<file path="src/rtl/seg7_io_ctrl.sv">
`default_nettype none
// ============================================================================
// Module      : seg7_io_ctrl
// Description : Bus-side register block for the 8-digit seven-segment driver.
//               CPU writes land in shadow registers and are committed to the
//               live outputs only at a scan-frame boundary (or on an explicit
//               commit write). Also generates the digit scan index and the
//               blink clock.
// Revision    : 1.0 - initial release
// ============================================================================
module seg7_io_ctrl #(
    parameter int SCAN_TC      = 50000,
    parameter int FLASH_FRAMES = 64
) (
    input  logic        clk,
    input  logic        rst_n,
    input  logic        wr_req,
    input  logic [1:0]  addr,
    input  logic [31:0] Data_in,
    output logic        wr_ack,
    output logic [31:0] Hexs,
    output logic [7:0]  point,
    output logic [7:0]  LES,
    output logic [2:0]  Scan,
    output logic        flash,
    output logic        dirty
);

    localparam int PW = (SCAN_TC > 1) ? $clog2(SCAN_TC) : 1;
    localparam int FW = (FLASH_FRAMES > 1) ? $clog2(FLASH_FRAMES) : 1;

    localparam logic [PW-1:0] c_ps_last      = PW'(SCAN_TC - 1);
    localparam logic [FW-1:0] c_frm_last     = FW'(FLASH_FRAMES - 1);
    localparam logic [1:0]    c_addr_hexs    = 2'd0;
    localparam logic [1:0]    c_addr_point   = 2'd1;
    localparam logic [1:0]    c_addr_les     = 2'd2;
    localparam logic [1:0]    c_addr_commit  = 2'd3;

    logic [PW-1:0] ps_q,     ps_d;
    logic [2:0]    scan_q,   scan_d;
    logic [FW-1:0] frm_q,    frm_d;
    logic          flash_q,  flash_d;
    logic          ack_q,    ack_d;
    logic          dirty_q,  dirty_d;
    logic [31:0]   sh_hexs_q,  sh_hexs_d;
    logic [7:0]    sh_point_q, sh_point_d;
    logic [7:0]    sh_les_q,   sh_les_d;
    logic [31:0]   hexs_q,   hexs_d;
    logic [7:0]    point_q,  point_d;
    logic [7:0]    les_q,    les_d;

    logic w_step;
    logic w_frame;
    logic w_accept;
    logic w_force;
    logic w_commit;

    // Next-state logic: prescaler, scan, blink, write accept and commit.
    always_comb begin
        w_step   = (ps_q == c_ps_last);
        w_frame  = w_step && (scan_q == 3'd7);
        // The ack cycle blocks re-acceptance of a request still held high.
        w_accept = wr_req && !ack_q;
        w_force  = w_accept && (addr == c_addr_commit);
        w_commit = (w_frame && dirty_q) || w_force;

        ps_d   = w_step ? '0 : ps_q + PW'(1);
        scan_d = w_step ? scan_q + 3'd1 : scan_q;

        frm_d   = frm_q;
        flash_d = flash_q;
        if (w_frame) begin
            if (frm_q == c_frm_last) begin
                frm_d   = '0;
                flash_d = ~flash_q;
            end else begin
                frm_d = frm_q + FW'(1);
            end
        end

        ack_d = w_accept;

        // Commit copies the shadow as it stood before this edge, so a write
        // landing on the same edge is deferred to the next frame.
        hexs_d  = hexs_q;
        point_d = point_q;
        les_d   = les_q;
        dirty_d = dirty_q;
        if (w_commit) begin
            hexs_d  = sh_hexs_q;
            point_d = sh_point_q;
            les_d   = sh_les_q;
            dirty_d = 1'b0;
        end

        sh_hexs_d  = sh_hexs_q;
        sh_point_d = sh_point_q;
        sh_les_d   = sh_les_q;
        if (w_accept) begin
            case (addr)
                c_addr_hexs: begin
                    sh_hexs_d = Data_in;
                    dirty_d   = 1'b1;
                end
                c_addr_point: begin
                    sh_point_d = Data_in[7:0];
                    dirty_d    = 1'b1;
                end
                c_addr_les: begin
                    sh_les_d = Data_in[7:0];
                    dirty_d  = 1'b1;
                end
                default: ;
            endcase
        end
    end

    // State registers, cleared immediately by reset.
    always_ff @(posedge clk or negedge rst_n) begin
        if (!rst_n) begin
            ps_q       <= '0;
            scan_q     <= '0;
            frm_q      <= '0;
            flash_q    <= 1'b0;
            ack_q      <= 1'b0;
            dirty_q    <= 1'b0;
            sh_hexs_q  <= '0;
            sh_point_q <= '0;
            sh_les_q   <= '0;
            hexs_q     <= '0;
            point_q    <= '0;
            les_q      <= '0;
        end else begin
            ps_q       <= ps_d;
            scan_q     <= scan_d;
            frm_q      <= frm_d;
            flash_q    <= flash_d;
            ack_q      <= ack_d;
            dirty_q    <= dirty_d;
            sh_hexs_q  <= sh_hexs_d;
            sh_point_q <= sh_point_d;
            sh_les_q   <= sh_les_d;
            hexs_q     <= hexs_d;
            point_q    <= point_d;
            les_q      <= les_d;
        end
    end

    assign wr_ack = ack_q;
    assign Hexs   = hexs_q;
    assign point  = point_q;
    assign LES    = les_q;
    assign Scan   = scan_q;
    assign flash  = flash_q;
    assign dirty  = dirty_q;

endmodule
`default_nettype wire

</file>
<file path="config.mk">
export PLATFORM = sky130hd
export DESIGN_NAME = seg7_io_ctrl
export DESIGN_NICKNAME = d
export VERILOG_FILES = /design/src/rtl/seg7_io_ctrl.sv
export SDC_FILE = /design/constraint.sdc
export NUM_CORES = 1
export LEC_CHECK = 0
export ABC_AREA = 1
export CAP_MARGIN = 20
export CORE_MARGIN = 8
export CORE_UTILIZATION = 55
export DETAILED_ROUTE_END_ITERATION = 6
export GPL_ROUTABILITY_DRIVEN = 0
export PLACE_DENSITY = 0.94
export SLEW_MARGIN = 20
export SYNTH_ARGS = -nofsm -noshare
export SYNTH_HDL_FRONTEND = slang
export SYNTH_SLANG_ARGS = --single-unit
</file>
<file path="constraint.sdc">
create_clock -name clk -period 3.78 [get_ports clk]
set_clock_uncertainty 0.05 [all_clocks]
set_input_delay 0.756 -clock clk [delete_from_list [all_inputs] [get_ports clk]]
set_output_delay 0.756 -clock clk [all_outputs]
set_load 0.1 [all_outputs]
</file>
== After elaboration in Yosys (flattened, before gate mapping) ==
Cells that the tools add are included.

* Add/subtract/negate cells: 3
* Reduce and logical (&&, ||, !) cells: 12
* Muxes and demuxes: 5
* Bitwise operators: 1
* Eq/ne operators: 6

{| class="wikitable"
|+ Operators by type and width
! kind !! number
|-
| 16-bit by 1-bit adder with 16-bit output (second input constant) || 1
|-
| 16-bit equality test (second input constant) || 1
|-
| 16-bit two-way mux || 1
|-
| 2-bit AND reduction || 4
|-
| 6-bit by 1-bit adder with 6-bit output (second input constant) || 1
|-
| 6-bit equality test (second input constant) || 1
|-
| 6-bit two-way mux || 1
|-
| 2-bit equality test (second input constant) || 2
|-
| 1-bit logical AND || 4
|-
| 3-bit by 1-bit adder with 3-bit output (second input constant) || 1
|-
| 3-bit equality test (second input constant) || 1
|-
| 1-bit two-way mux || 3
|-
| 3-bit OR reduction || 1
|-
| 2-bit by 1-bit equality test with 1-bit output (second input constant) || 1
|-
| 2-bit zero test || 1
|-
| 1-bit zero test || 1
|-
| 1-bit logical OR || 1
|-
| 1-bit inverter || 1
|}

* Register bits: 124
* Word-level logic and storage cells: 39
* Output and inout port bits: 54
* Input port bits: 37

== Longest topological paths before layout ==
* Word-level depth: 7
* Depth in mapped cells: 10
* Gate-level depth less buffers: 9

== Worst setup path before layout ==
OpenSTA, ideal clock, no wires.

* Path type: flip-flop to flip-flop
* Start point: register scan_q[0], in the netlist Scan[0]
* End point: register hexs_q[11], in the netlist Hexs[11]
* Path slack: 1603 ps
* Path buffers: 2
* Data arrival time: 2006 ps
* Cell stages (with the launch flop): 8
* Clock period less this slack: 2177 ps
* Library setup time: 121 ps
* Cells stage by stage: dfrtp_1 > ha_1 > ha_1 > nand4_2 > buf_2 > buf_6 > nand3_1 > nand2_1

* Word-level cells in the longest chain between the ends: 4

{| class="wikitable"
|+ Ends and longest elaborated chain
! what !! RTL line !! text
|-
| start: declaration || 40 || <nowiki>logic [2:0] scan_q, scan_d;</nowiki>
|-
| start signal: assignment || 135 || <nowiki>scan_q <= scan_d;</nowiki>
|-
| 3-bit equality test || 61 || <nowiki>w_frame = w_step && (scan_q == 3'd7);</nowiki>
|-
| 1-bit logical AND || 61 ||
|-
| 1-bit logical AND || 65 || <nowiki>w_commit = (w_frame && dirty_q) || w_force;</nowiki>
|-
| 1-bit logical OR || 65 ||
|-
| end signal: assignment || 143 || <nowiki>hexs_q <= hexs_d;</nowiki>
|-
| end: declaration || 48 || <nowiki>logic [31:0] hexs_q, hexs_d;</nowiki>
|}

No other way between the ends.
A chain may end at the register's enable or synchronous reset.

== Worst setup path after layout ==
* Start point: register les_q[3], in the netlist LES[3]
* End point: output port LES[3]

{| class="wikitable"
|+ RTL lines
! what !! RTL line !! text
|-
| start: declaration || 50 || <nowiki>logic [7:0] les_q, les_d;</nowiki>
|-
| start signal: assignment || 145 || <nowiki>les_q <= les_d;</nowiki>
|-
| end: declaration || 23 || <nowiki>output logic [7:0] LES,</nowiki>
|}

No word-level cell between the ends.

==> metrics <==
outcome completed; Mapped Area 5190 sq um; CP Launch Type register; WL per Instance 17.4 um; placed instance area 6140 sq um; synthesis-to-finish area growth 29.4%; peak supply drop 514 uV; Mapped Nets between 500 and 600; Min Hold Slack between 300 and 400 ps; Slew Limit Fails 0; largest net degree at the start of global routing 72; register bit total from synthesis 124; die area about 13000 sq um; Antenna Cells 0; gr usage total roughly a fifth; hold buffers post-CTS 0; share of cells above drive strength 1 14.4%; ys flop type dfrtp_1; Port Buffer Count 90; most common cell in the synthesized netlist nand2_1; setup TNS 0 ps; Relative slew margins 29.2%; Power, Total ~5.0 mW; CTS tree done; vias in the first global route 4415; WS Path Type reg2out; H-tree depth 4; final non-filler cell total 751; Final nets 668; DRT Pass-1 Iters 5; Tmin final just under 3000 ps; unrepaired setup endpoints after global routing no; top post-synthesis cells by count nand2_1 (151), dfrtp_1 (124), nand3_1 (69); Total Wirelength 13100 um; post-cts resize count 0; Placed Cells 719; clk root buf clkbuf_8; ys async rst share 100%; Clock Sinks between 100 and 150; row count 35; Critical Path Slowest Stage Cell clkdlybuf4s50_1; Post-synth EDFFs 0; max-cap violations 0; Fin. Hold Viols 0; critical-path maximum fanout 2; largest area contributor in the netlist dfrtp_1; leakage power total 3.30 nW; Multi-input gate area 1800 sq um; # IOs 91; slowest cell delay on critical path 1200 ps; required time of the worst setup path 2970 ps; Post-Syn Instances 534; register area share after synthesis about three fifths; fin area 6720 sq um; top-area cell type share of the netlist area 59.8%; top cells by area, synth dfrtp_1 (60%), nand2_1 (11%), nand3_1 (6.7%); CP top delay family buffers and inverters; post-synth cell types 27; Fill cells 618; DRC 0; initial antenna violation count 0; Post-DP HPWL 8480 um; Tcrit/Tclk final 76.9%; final setup vio count 0; Worst EP arrival 2100 ps; CTS Buf Count 17; Die H 113 um; Vias ~4.1k; clock buffer depth 2; grt total ovfl 0; antenna-violating nets left 0; Hold Path Class in2async; first-pass GRT wire length 21600 um; post-CTS setup repair buffer count 0; initial core utilization between 50% and 60%; 1st-iter DRT viols roughly 220; Chip Width around 110 um; worst-skew pair later-pin latency 510 ps; Core Area roughly 9200 sq um; fmax 0.344 GHz; Crit. End Element primary output; worst slew pin tran 1060 ps; worst path cell trace clkdlybuf4s50_1; Reg clk slew, reported paths ~60 ps; Yosys warning count 0; power per cell area 740 nW/um^2; CP bufs+invs 1; Avg Inst Size Synth 9.72 sq um; Vias/cell 5.48; storage element area slightly above 3000 sq um
## metrics by stage
step / setup slack (ps) / util, %
2_1_floorplan: 1600 / -
3_3_place_gp: 838 / 66.8
3_5_place_dp: 784 / 66.8
4_1_cts: 870 / 73.0
5_1_grt: 853 / 73.0
6_report: 872 / 73.0
## cells by family after synthesis
kind of cell	share of synthesized area, %
xor gates and xnor gates	1.18
buffers and inverters	5.57
AOI/OAI and AO/OA	3.91
and+or+nand+nor	23.4
DFF	59.8
adders and majority gates	0.965
muxes	5.21
## registers in the layout, summed over array words and instances (netlist names), 6 cells and up
name and flops:
Hexs 32, sh_hexs_q 32, LES 8, point 8, frm_q 6, sh_point_q 8, sh_les_q 8, ps_q 16
## final timing paths
check / startpoint / endpoint / slack [ps] / depth (start not counted)
max: LES[3] / LES[3] / 870 / 1
min: rst_n / point[1] / 330 / 1
max reg2reg: ps_q[0] / LES[0] / 1550 / 8
min reg2reg: ps_q[0] / ps_q[0] / 420 / 1
max in group asynchronous: rst_n / Hexs[25] / 2550 / 2
min in group clk: ps_q[0] / ps_q[0] / 420 / 1
## power breakdown
part | internal [mW] | switching [mW] | leakage (nW)
sequential | 1.57 | 0.154 | 1.57
combinational | 0.392 | 1.27 | 1.45
clock | 0.947 | 0.635 | 0.280
## metal layers
layer / vias up / track usage [%] / wire [um]
li1: 1911 / - / -
met1: 2037 / 24.5 / 5240
met2: 145 / 36.9 / 6930
met3: 23 / 4.10 / 640
met4: 0 / 10.0 / 263
met5: - / 0 / 0
## placed cells by master, fill, tap and decap left out
cell             count
nor2_2               3
clkinv_1             1
nand4_2              1
clkinvlp_4           2
nand2_1            150
a21oi_1              4
buf_4                5
nor3_1               5
clkinv_2             3
buf_12               1
nand3_2              1
o21ai_0             35
clkinv_4             3
clkbuf_16           16
nand3_1             68
or2_2                2
inv_2                1
xor2_1               5
dfrtp_1            124
nor2_1              20
bufinv_16            2
nand3b_1             1
clkbuf_8             1
inv_1               37
nor2_4               1
nand2_2             21
inv_6                5
nand4_1              2
mux2_2              24
a21boi_0             1
ha_1                 4
clkdlybuf4s50_1     89
xnor2_1              2
## final cells by class
cell class	instances	share of cell area (%)
Sequential cell	124	46.2
Multi-Input combinational cell	350	26.9
Timing Repair Buffer	95	14.1
Clock buffer	17	6.17
Clock inverter	15	2.38
Inverter	39	2.18
Tap cell	111	2.07
Note: power is estimated with default switching activity, not from simulation.
